File: src/rtl/ram_port_arbiter.sv
// ram_port_arbiter
// Shares the single data port of the testbench RAM between two OBI-style
// requesters: m0 (core data interface) and m1 (loader/debug master).
// Arbitration is round-robin, or fixed priority to m0 with an aging counter
// that bounds how long m1 can be starved. The RAM answers every access one
// cycle later, and the response is steered back to the master that owned it.
//
// Handshake: a master presents req with its payload; gnt in the same cycle
// means the access was issued to the RAM this cycle. There is no
// backpressure after gnt. Exactly one cycle after gnt, that master sees rvalid
// (reads and writes alike), with rdata meaningful only while rvalid is high.
// Requests need not be held without gnt; no payload is ever stored here.
module ram_port_arbiter #(
  parameter int ADDR_WIDTH  = 22,
  parameter int DATA_WIDTH  = 32,
  parameter int ROUND_ROBIN = 1,
  parameter int MAX_WAIT    = 8
) (
  input  logic                    clk_i,
  input  logic                    rst_i,
  // master 0: core data interface
  input  logic                    m0_req_i,
  input  logic [ADDR_WIDTH-1:0]   m0_addr_i,
  input  logic                    m0_we_i,
  input  logic [DATA_WIDTH/8-1:0] m0_be_i,
  input  logic [DATA_WIDTH-1:0]   m0_wdata_i,
  output logic                    m0_gnt_o,
  output logic                    m0_rvalid_o,
  output logic [DATA_WIDTH-1:0]   m0_rdata_o,
  // master 1: loader / debug master
  input  logic                    m1_req_i,
  input  logic [ADDR_WIDTH-1:0]   m1_addr_i,
  input  logic                    m1_we_i,
  input  logic [DATA_WIDTH/8-1:0] m1_be_i,
  input  logic [DATA_WIDTH-1:0]   m1_wdata_i,
  output logic                    m1_gnt_o,
  output logic                    m1_rvalid_o,
  output logic [DATA_WIDTH-1:0]   m1_rdata_o,
  // RAM data port
  output logic                    ram_req_o,
  output logic [ADDR_WIDTH-1:0]   ram_addr_o,
  output logic                    ram_we_o,
  output logic [DATA_WIDTH/8-1:0] ram_be_o,
  output logic [DATA_WIDTH-1:0]   ram_wdata_o,
  input  logic [DATA_WIDTH-1:0]   ram_rdata_i,
  // statistics
  output logic [31:0]             conflict_cnt_o
);

  localparam int         BE_WIDTH   = DATA_WIDTH / 8;
  localparam logic [7:0] MAX_WAIT_L = 8'(MAX_WAIT);

  typedef enum logic {
    MASTER_M0 = 1'b0,
    MASTER_M1 = 1'b1
  } master_e;

  // Arbitration state
  master_e     last_q;      // most recently granted master (round-robin)
  logic [7:0]  wait_q;      // consecutive cycles m1 has been denied
  // Response tracking
  logic        pend_q;      // an access was issued last cycle
  master_e     owner_q;     // which master issued it
  // Statistics
  logic [31:0] conflict_cnt_q;

  logic contention;
  logic m0_pref;
  logic grant_m0;
  logic grant_m1;
  logic ram_req;

  // Decide the winner: m0_pref says who wins a tie; a lone requester always wins.
  always_comb begin
    contention = m0_req_i & m1_req_i;
    if (ROUND_ROBIN != 0) begin
      // m0 wins a tie unless it was the last one served
      m0_pref = (last_q == MASTER_M1);
    end else begin
      // m0 wins a tie until m1 has aged past its bound
      m0_pref = (wait_q < MAX_WAIT_L);
    end
    // Grants are forced low while reset is held so nothing reaches the RAM.
    grant_m1 = ~rst_i & m1_req_i & (~m0_req_i | ~m0_pref);
    grant_m0 = ~rst_i & m0_req_i & ~grant_m1;
    ram_req  = grant_m0 | grant_m1;
  end

  assign m0_gnt_o  = grant_m0;
  assign m1_gnt_o  = grant_m1;
  assign ram_req_o = ram_req;

  // Steer the granted master's command onto the RAM port; idle port drives zeros.
  always_comb begin
    ram_addr_o  = '0;
    ram_we_o    = 1'b0;
    ram_be_o    = '0;
    ram_wdata_o = '0;
    if (grant_m0) begin
      ram_addr_o  = m0_addr_i;
      ram_we_o    = m0_we_i;
      ram_be_o    = m0_be_i;
      ram_wdata_o = m0_wdata_i;
    end else if (grant_m1) begin
      ram_addr_o  = m1_addr_i;
      ram_we_o    = m1_we_i;
      ram_be_o    = m1_be_i;
      ram_wdata_o = m1_wdata_i;
    end
  end

  // Track the last winner and how long m1 has been kept waiting.
  always_ff @(posedge clk_i) begin
    if (rst_i) begin
      last_q <= MASTER_M1;
      wait_q <= '0;
    end else begin
      if (ram_req) begin
        last_q <= grant_m1 ? MASTER_M1 : MASTER_M0;
      end
      if (m1_req_i && !grant_m1) begin
        if (wait_q != 8'hFF) begin
          wait_q <= wait_q + 8'd1;
        end
      end else begin
        wait_q <= '0;
      end
    end
  end

  // Remember who issued this cycle's access so the response can be routed back.
  always_ff @(posedge clk_i) begin
    if (rst_i) begin
      pend_q  <= 1'b0;
      owner_q <= MASTER_M0;
    end else begin
      pend_q  <= ram_req;
      owner_q <= grant_m1 ? MASTER_M1 : MASTER_M0;
    end
  end

  // Responses: rvalid is suppressed while reset is held so an in-flight
  // access caught by reset is dropped, never delivered.
  always_comb begin
    m0_rvalid_o = ~rst_i & pend_q & (owner_q == MASTER_M0);
    m1_rvalid_o = ~rst_i & pend_q & (owner_q == MASTER_M1);
    m0_rdata_o  = m0_rvalid_o ? ram_rdata_i : '0;
    m1_rdata_o  = m1_rvalid_o ? ram_rdata_i : '0;
  end

  // Count cycles where both masters wanted the port; sticks at all-ones.
  always_ff @(posedge clk_i) begin
    if (rst_i) begin
      conflict_cnt_q <= '0;
    end else if (contention && (conflict_cnt_q != 32'hFFFF_FFFF)) begin
      conflict_cnt_q <= conflict_cnt_q + 32'd1;
    end
  end

  assign conflict_cnt_o = conflict_cnt_q;

  // The two grants are mutually exclusive by construction.
  one_grant_a: assert property (@(posedge clk_i) !(m0_gnt_o && m1_gnt_o));

  // Byte-enable width must cover the data bus exactly.
  if (BE_WIDTH * 8 != DATA_WIDTH) begin : g_bad_width
    $error("DATA_WIDTH must be a multiple of 8");
  end

endmodule

File: config.mk
export PLATFORM = sky130hd
export DESIGN_NAME = ram_port_arbiter
export DESIGN_NICKNAME = d
export VERILOG_FILES = /design/src/rtl/ram_port_arbiter.sv
export SDC_FILE = /design/constraint.sdc
export NUM_CORES = 1
export LEC_CHECK = 0
export BUFFER_PORTS_ARGS = -buffer_cell sky130_fd_sc_hd__buf_2
export CORE_AREA = 3 3 121 123
export DETAILED_ROUTE_END_ITERATION = 10
export DIE_AREA = 0 0 124 126
export HOLD_SLACK_MARGIN = 0.08
export PLACE_DENSITY = 0.65
export SETUP_SLACK_MARGIN = 0.02
export SLEW_MARGIN = 40
export SYNTH_ARGS = -nofsm -noshare
export SYNTH_HDL_FRONTEND = slang
export SYNTH_SLANG_ARGS = --single-unit
File: constraint.sdc
create_clock -name clk_i -period 1.6 [get_ports clk_i]
set_input_delay 0.32 -clock clk_i [delete_from_list [all_inputs] [get_ports clk_i]]
set_output_delay 0.32 -clock clk_i [all_outputs]
set_load 0.03 [all_outputs]
== Word-level counts from Yosys, hierarchy flattened ==
Cells that the tools add are included.

* Add/subtract/negate cells: 1
* Equal/unequal tests: 1
* Mux-type cells: 11
* Bitwise logic cells: 15
* Reductions and logical operators: 1

{| class="wikitable"
|+ Operators by type and width
! kind !! count
|-
| two-way mux 32 bit || 4
|-
| two-way mux 22 bit || 2
|-
| adder 32 x 1 -> 32 bit (second input constant) || 1
|-
| inequality test 32 bit (second input constant) || 1
|-
| bitwise AND 1 bit || 8
|-
| two-way mux 4 bit || 2
|-
| NOT 1 bit || 5
|-
| two-way mux 1 bit || 3
|-
| bitwise OR 1 bit || 2
|-
| logical AND 1 bit || 1
|}

* Register bits after elaboration: 35
* Bits of input ports: 154
* Output and inout bits: 160

== Longest topological paths before layout ==
Gate-level depths: netlist of the first run.

* Word-level depth: 6
* Mapped depth: 7

== Worst setup path after synthesis of the first run ==
No wires, ideal clock.

* Path kind: input port to output port
* Start point: input port rst_i
* End point: output port ram_wdata_o[22]
* Arrival: 1.816 ns
* Data required time: 1.280 ns
* Slack: -0.536 ns
* Cell stages on the path: 4
* Buffers on the path: 2
* Cell sequence: clkbuf_1 > nor3b_1 > clkbuf_1 > a22o_1

* Longest elaborated chain between the ends: 6
* Elaborated cells on any way between the ends: 8
* Classes of those cells: mux: 2; bitwise: 6

{| class="wikitable"
|+ Ends and longest elaborated chain
! element !! RTL line !! text
|-
| start: declaration || 20 || <nowiki>input logic rst_i,</nowiki>
|-
| NOT 1 bit (*) || 84, 85 ||
|-
| bitwise AND 1 bit (2 in series) || 84 || <nowiki>grant_m1 = ~rst_i & m1_req_i & (~m0_req_i | ~m0_pref);</nowiki>
|-
| NOT 1 bit || 85 || <nowiki>grant_m0 = ~rst_i & m0_req_i & ~grant_m1;</nowiki>
|-
| bitwise AND 1 bit (*) || 85 ||
|-
| via m0_gnt_o || 27 || <nowiki>output logic m0_gnt_o,</nowiki>
|-
| two-way mux 32 bit (*) || 99 || <nowiki>if (grant_m0) begin</nowiki>
|-
| end: declaration || 44 || <nowiki>output logic [DATA_WIDTH-1:0] ram_wdata_o,</nowiki>
|}

The timed path passes the listed nets; every way through them passes the cells marked *.

== Worst setup path in the final report of the first run ==
* Start point: register last_q
* End point: output port ram_addr_o[19]

* Longest elaborated chain between the ends: 6
* Elaborated cells on any way between the ends: 7
* Classes of those cells: mux: 2; bitwise: 5

{| class="wikitable"
|+ Ends and longest elaborated chain
! element !! RTL line !! text
|-
| start: declaration || 59 || <nowiki>master_e last_q;</nowiki>
|-
| start signal: assignment || 119 || <nowiki>last_q <= grant_m1 ? MASTER_M1 : MASTER_M0;</nowiki>
|-
| NOT 1 bit (*) || 84 ||
|-
| bitwise OR 1 bit (*) || 84 ||
|-
| bitwise AND 1 bit (*) || 84 ||
|-
| NOT 1 bit || 85 ||
|-
| bitwise AND 1 bit || 85 ||
|-
| two-way mux 22 bit (*) || 99 ||
|-
| end: declaration || 41 || <nowiki>output logic [ADDR_WIDTH-1:0] ram_addr_o,</nowiki>
|}

Every way passes the cells marked *; elsewhere a longest branch is shown, timed or not.

==> reports/qor.yml, run 1 <==
outcome:
  outcome: "complete, but fails checks"
  violations: "setup timing"
pwr:
  p_leak_uw: 0.00390
  p_seq_frac: 0.249
  switching_power_uw: 1140
  intPower_uw: 2310
  power.density_nw_per_um2: 437
  clockPowerShare: 0.316
  pwr-share-comb: 0.435
  netSwitchingFraction: 0.329
  vdd_drop_max_mv: 0.284
  power_uw: 3450
routing:
  drt.antenna.violating_nets: 0
  route.detailed.drc: 0
  wirelength_um: 19700
  first_pass_iters: 4
  vias_per_cell: 4.88
  first_iter_violations: 202
  routedWlPerCell_um: 20.7
  num_vias: 4625
final_layout:
  area_growth_pct: 175
  fillers: 1158
  final_cells: 948
  final_util: 0.573
  finalNetCount: 921
  drive_gt1_frac: 0.860
setup_path:
  worstPathArrival_ns: 1.54
  cp-startpoint: "last_q"
  crit_path_end_kind: "output port"
  crit_required_ns: 1.28
  crit_slowest_cell: "dfxtp_2"
  cp-start-kind: "flop"
  cp_slowest_stage_delay_ns: 0.36
  path_max_fanout: 19
  r2r_start: "conflict_cnt_o[1]"
  path_cells: "nand2_2, and3b_4, buf_12, a22o_4, buf_4"
  worstSetupPathType: "flop to output port"
logic_synthesis:
  yosysSeqAreaShare: 0.244
  ys.flop_type: "dfxtp_1"
  avgSynthCellArea_um2: 8.03
  synth_cells: 357
  synth_fp_nets: 512
  ys_types: 48
  synth_area_um2: 2870
  ys_ff_latch: 35
  synth_edf_count: 0
  async_reset_ff_frac: 0
  ys.warnings.count: 0
timing:
  finalCritPeriodShare: 1.16
  fin_tns_setup_ns: -22.16
  fmax_ghz: 0.537
  worstMarginPinSlew_ns: 0.461
  skew_ns: 0.00679
  worst_slack_ns: -0.261
  slew_viol_final: 0
  relSlewSlack: 0.693
  rsz0062_at_grt: "true"
  hold_viol_final: 0
  whs_ns: 0.386
  setup_viol: 150
  final.min_clock_period_ns: 1.86
cts:
  cts_tree: "built"
  cts_root_buf: "clkbuf_16"
  path_clk_slew_ns: 0.05
  cts_hold_buf: 0
  htreeDepth: 2
  cts_inserted_buffers: 5
  clock_tree.buffer_depth: 2
  insertion_delay_ns: 0.28
  cts_num_sinks: 35
global_routing:
  grt_antenna_before_repair: 1
  grt_pass1_wl_um: 28400
  grt_pass1_vias: 4787
  grt_overflow: 0
  grt_usage: 0.236
  grt_max_degree: 42
floorplan:
  core_area_um2: 13800
  ios: 314
  die_w_um: 124
  die_y_um: 126
  initial_utilization: 0.208
  rows: 43
  die_area_um2: 15600
placement:
  dp_hpwl_um: 14500
  dp_cells: 910
  portBuffers: 313
  place.gp.congestion: 0.904
min_path:
  min-delay-start: "m0_req_i"
  hp-class: "input port to flop"
job:
  maxCapViolations: 0
[power groups by stage]
| stage | Combinational, µW | Sequential (µW) | Clock [µW] |
|---|---|---|---|
| 5_1_grt | 1560 | 857 | 1140 |
| 3_3_place_gp | 1180 | 873 | 0 |
| 4_1_cts | 1450 | 855 | 1110 |
| 3_5_place_dp | 1180 | 873 | 0 |
| 6_report | 1500 | 857 | 1090 |
| 2_1_floorplan | 697 | 879 | 0 |
[synth_stat cells (all sizes together) (2+ instances only)]
cell	n	area (µm²)
dfxtp	35	701
nand4	12	103
o2111ai	3	26.3
or4	3	22.5
and3	4	25.0
or3	5	31.3
nand3	4	25.0
and4	8	72.6
nand2b	2	12.5
nor4	4	40.0
nand2	16	60.1
xnor2	13	114
clkbuf	23	87.6
a211oi	6	45.0
xor2	6	52.6
o21ai	4	20.0
nor3	5	35.0
o31ai	3	22.5
buf	7	45.0
inv	3	11.3
a21oi	11	55.1
mux2	4	45.0
nor3b	2	15.0
nor2	29	109
nor2b	5	31.3
a22o	59	517
and3b	3	26.3
and2	68	425
[metal layers]
layer / global-route usage / vias to the layer above / wire (µm)
met3: 0.0534 / 50 / 1530
met4: 0.0979 / 0 / 742
met2: 0.413 / 197 / 10100
li1: - / 2137 / -
met5: 0 / - / 0
met1: 0.272 / 2241 / 7310
[worst max-delay path: cells and delay by family (launching register included)]
family / cells / cell delay, ns
AND/OR/NAND/NOR: 2 / 0.31
buffers and inverters: 2 / 0.35
AO/OA/AOI/OAI: 1 / 0.25
flip-flops: 1 / 0.36
[cell families after synthesis]
kind of cell	after synthesis	share of synthesized area
fa+ha+maj	1	0.00436
compound gates	93	0.261
simple gates	172	0.366
xor+xnor	19	0.0580
mux	4	0.0157
buf+inv	33	0.0502
flops	35	0.244
[metrics by stage]
stage | worst slack (ns) | cell area, µm²
final | -0.261 | 7890
after global routing | -0.307 | 7890
after CTS | -0.240 | 7580
after detailed placement | -0.238 | 6070
after global placement | -0.199 | 6070
after floorplan | -0.194 | 3770
[state kept, by name, summed over array words and instances, names as in the netlist]
name and count:
conflict_cnt_o 32, last_q 1, owner_q 1, pend_q 1
[cells in the final DEF, fill, tap and decap left out, types with 5 or more instances in the layout]
master	instances
a21oi_1	6
nor2_1	27
nand4_1	9
dfxtp_2	14
and4_4	7
xnor2_1	12
dfxtp_4	21
buf_8	6
nand2_1	12
buf_2	185
a22o_4	58
a211oi_4	5
xor2_1	6
clkbuf_16	6
buf_12	9
and2_4	64
buf_6	135
buf_4	92
[path summary, 6_finish.rpt]
kind | endpoint | slack, ns | cells past startpoint
max | ram_addr_o[19] | -0.26 | 5
min | pend_q | 0.39 | 3
max reg2reg | conflict_cnt_o[29] | -0.16 | 7
min reg2reg | conflict_cnt_o[1] | 0.51 | 2
[cell type report]
class / count / area (µm²) / area share
repair buffers: 432 / 3540 / 0.449
multi-input cells: 289 / 3150 / 0.399
flip-flops and latches: 35 / 797 / 0.101
well taps: 180 / 225 / 0.0285
clock buffers: 5 / 125 / 0.0159
clock inverters: 3 / 38.8 / 0.00491
inverters: 3 / 11.3 / 0.00143
diodes: 1 / 2.50 / 0.000317
[repair_timing]
| action | CTS | global route |
|---|---|---|
| resized for setup | 369 | 47 |
| cloned | 8 | 1 |
| setup buffers | 14 | 6 |
| pin swaps | 88 | 29 |
| setup endpoints to repair | 157 | 159 |
(Power assumes the default switching activity.)
==> inputs of run 2 (changes only) <==
--- a/config.mk
+++ b/config.mk
@@ -11,6 +11,7 @@
 export DIE_AREA = 0 0 124 126
 export HOLD_SLACK_MARGIN = 0.08
 export PLACE_DENSITY = 0.65
+export RECOVER_POWER = 50
 export SETUP_SLACK_MARGIN = 0.02
 export SLEW_MARGIN = 40
 export SYNTH_ARGS = -nofsm -noshare
==> run 2 against run 1 <==
Effect of this change: the run still ends with setup timing left; sequential power barely moved; via count hardly changed; clock-buffer cell count did not move; critical endpoint unchanged.
==> reports/qor.yml, run 2 (synthesis results as in run 1) <==
cts:
  clock_tree.buffer_depth: 2  # unchanged
  path_clk_slew_ns: 0.05  # about the same
  cts_num_sinks: 35  # unchanged
  cts_root_buf: "clkbuf_16"  # unchanged
  cts_tree: "built"  # unchanged
  cts_hold_buf: 0  # unchanged
  cts_inserted_buffers: 5  # unchanged
  htreeDepth: 2  # unchanged
  insertion_delay_ns: 0.28  # about the same
timing:
  final.min_clock_period_ns: 1.86  # about the same
  skew_ns: 0.00618  # was 0.00679 ns
  worstMarginPinSlew_ns: 0.883  # was 0.461 ns
  fmax_ghz: 0.537  # about the same
  worst_slack_ns: -0.261  # about the same
  slew_viol_final: 0  # unchanged
  rsz0062_at_grt: "true"  # unchanged
  finalCritPeriodShare: 1.16  # about the same
  setup_viol: 153  # was 150
  relSlewSlack: 0.411  # was 0.693
  hold_viol_final: 0  # unchanged
floorplan:
  ios: 314  # unchanged
  die_w_um: 124  # unchanged
  initial_utilization: 0.208  # unchanged
  die_y_um: 126  # unchanged
  die_area_um2: 15600  # unchanged
  rows: 43  # unchanged
  core_area_um2: 13800  # unchanged
global_routing:
  grt_pass1_vias: 4787  # unchanged
  grt_overflow: 0  # unchanged
  grt_pass1_wl_um: 28400  # unchanged
  grt_max_degree: 42  # unchanged
  grt_antenna_before_repair: 1  # unchanged
  grt_usage: 0.236  # unchanged
pwr:
  vdd_drop_max_mv: 0.283  # was 0.284 mV
  intPower_uw: 2310  # about the same
  clockPowerShare: 0.316  # about the same
  netSwitchingFraction: 0.329  # about the same
  power.density_nw_per_um2: 437  # about the same
  p_leak_uw: 0.00384  # was 0.00390 µW
  pwr-share-comb: 0.436  # was 0.435
  switching_power_uw: 1130  # was 1140 µW
  p_seq_frac: 0.249  # about the same
final_layout:
  final_util: 0.571  # was 0.573
  final_common_cell: "buf_2"  # unchanged
  layout_common_cells: "buf_2, buf_6, buf_4"  # unchanged
  area_growth_pct: 174  # was 175%
  drive_gt1_frac: 0.841  # was 0.860
  finalNetCount: 921  # unchanged
  largest_register_ffs: 32  # unchanged
  postLayoutCellArea_um2: 7870  # was 7890 µm²
  fillers: 1167  # was 1158
routing:
  first_pass_iters: 4  # unchanged
  wirelength_um: 19600  # was 19700 µm
  vias_per_cell: 4.88  # about the same
  drt.antenna.violating_nets: 0  # unchanged
  first_iter_violations: 200  # was 202
  num_vias: 4627  # was 4625
  route.detailed.drc: 0  # unchanged
  routedWlPerCell_um: 20.7  # about the same
setup_path:
  path_max_fanout: 19  # unchanged
  worstPathArrival_ns: 1.54  # about the same
  cp-start-kind: "flop"  # unchanged
  worstSetupPathType: "flop to output port"  # unchanged
  cp-startpoint: "last_q"  # unchanged
  crit_path_end_kind: "output port"  # unchanged
  crit_required_ns: 1.28  # about the same
  r2r_start: "conflict_cnt_o[1]"  # unchanged
min_path:
  min-delay-start: "m0_req_i"  # unchanged
  hp-class: "input port to flop"  # unchanged
placement:
  placed_area_um2: 6070  # unchanged
  portBuffers: 313  # unchanged
  dp_hpwl_um: 14500  # unchanged
  place.gp.congestion: 0.904  # unchanged
outcome:
  violations: "setup timing"  # unchanged
  outcome: "complete, but fails checks"  # unchanged
job:
  maxCapViolations: 0  # unchanged
run 2: cell count changes in the layout (fill, tap and decap cells not counted):
cell / change
clkbuf_2: +1
clkbuf_1: +15
buf_2: -15
buf_4: -1
run 2: final timing paths:
check / end / slack, ns / depth (start not counted)
setup / recovery: ram_addr_o[19] / -0.26 / 5
hold / removal: pend_q / 0.39 / 3
setup reg to reg: conflict_cnt_o[29] / -0.17 / 7
hold reg to reg: conflict_cnt_o[1] / 0.51 / 2
run 2: per-stage QoR:
step / std cells / worst slack, ns / total power, µW / TNS [ns] / hold slack (ns)
3_3_place_gp: 910 / -0.199 / 2050 / -14.56 / 0.498
4_1_cts: 940 / -0.240 / 3420 / -20.01 / 0.355
5_1_grt: 948 / -0.307 / 3560 / -31.00 / 0.397
3_5_place_dp: 910 / -0.238 / 2050 / -17.78 / 0.498
2_1_floorplan: 357 / -0.194 / 1580 / -1.97 / 0.455
6_report: 948 / -0.261 / 3440 / -22.63 / 0.386
run 2: worst max-delay path, stage by stage (launching register included):
cell     delay, ns
dfxtp_2       0.36
nand2_2       0.07
and3b_4       0.24
buf_12        0.18
a22o_4        0.25
buf_4         0.17
run 2: cell type report:
class / instances / area (µm²) / area share
Timing Repair Buffer: 432 / 3520 / 0.447
Multi-Input combinational cell: 289 / 3150 / 0.400
Sequential cell: 35 / 797 / 0.101
Tap cell: 180 / 225 / 0.0286
Clock buffer: 5 / 125 / 0.0159
Clock inverter: 3 / 38.8 / 0.00493
Inverter: 3 / 11.3 / 0.00143
Antenna cell: 1 / 2.50 / 0.000318
run 2: metal layers:
metal | global-route usage | wire length, µm | vias up
met2 | 0.413 | 10100 | 191
li1 | - | - | 2137
met4 | 0.0979 | 742 | 0
met3 | 0.0534 | 1520 | 50
met5 | 0 | 0 | -
met1 | 0.272 | 7300 | 2249
run 2: what timing repair did:
action,in CTS,in global routing
cloned,8,1
endpoints found under the hold margin,0,0
buffers inserted,14,6
pin swaps,88,29
resized for setup,369,47
endpoints found under the setup margin,157,159
run 2: power groups by stage:
| stage | Clock [µW] | Combinational [µW] | Sequential [µW] |
|---|---|---|---|
| 6_report | 1090 | 1500 | 857 |
| 4_1_cts | 1110 | 1450 | 855 |
| 2_1_floorplan | 0 | 697 | 879 |
| 3_5_place_dp | 0 | 1180 | 873 |
| 3_3_place_gp | 0 | 1180 | 873 |
| 5_1_grt | 1140 | 1560 | 857 |
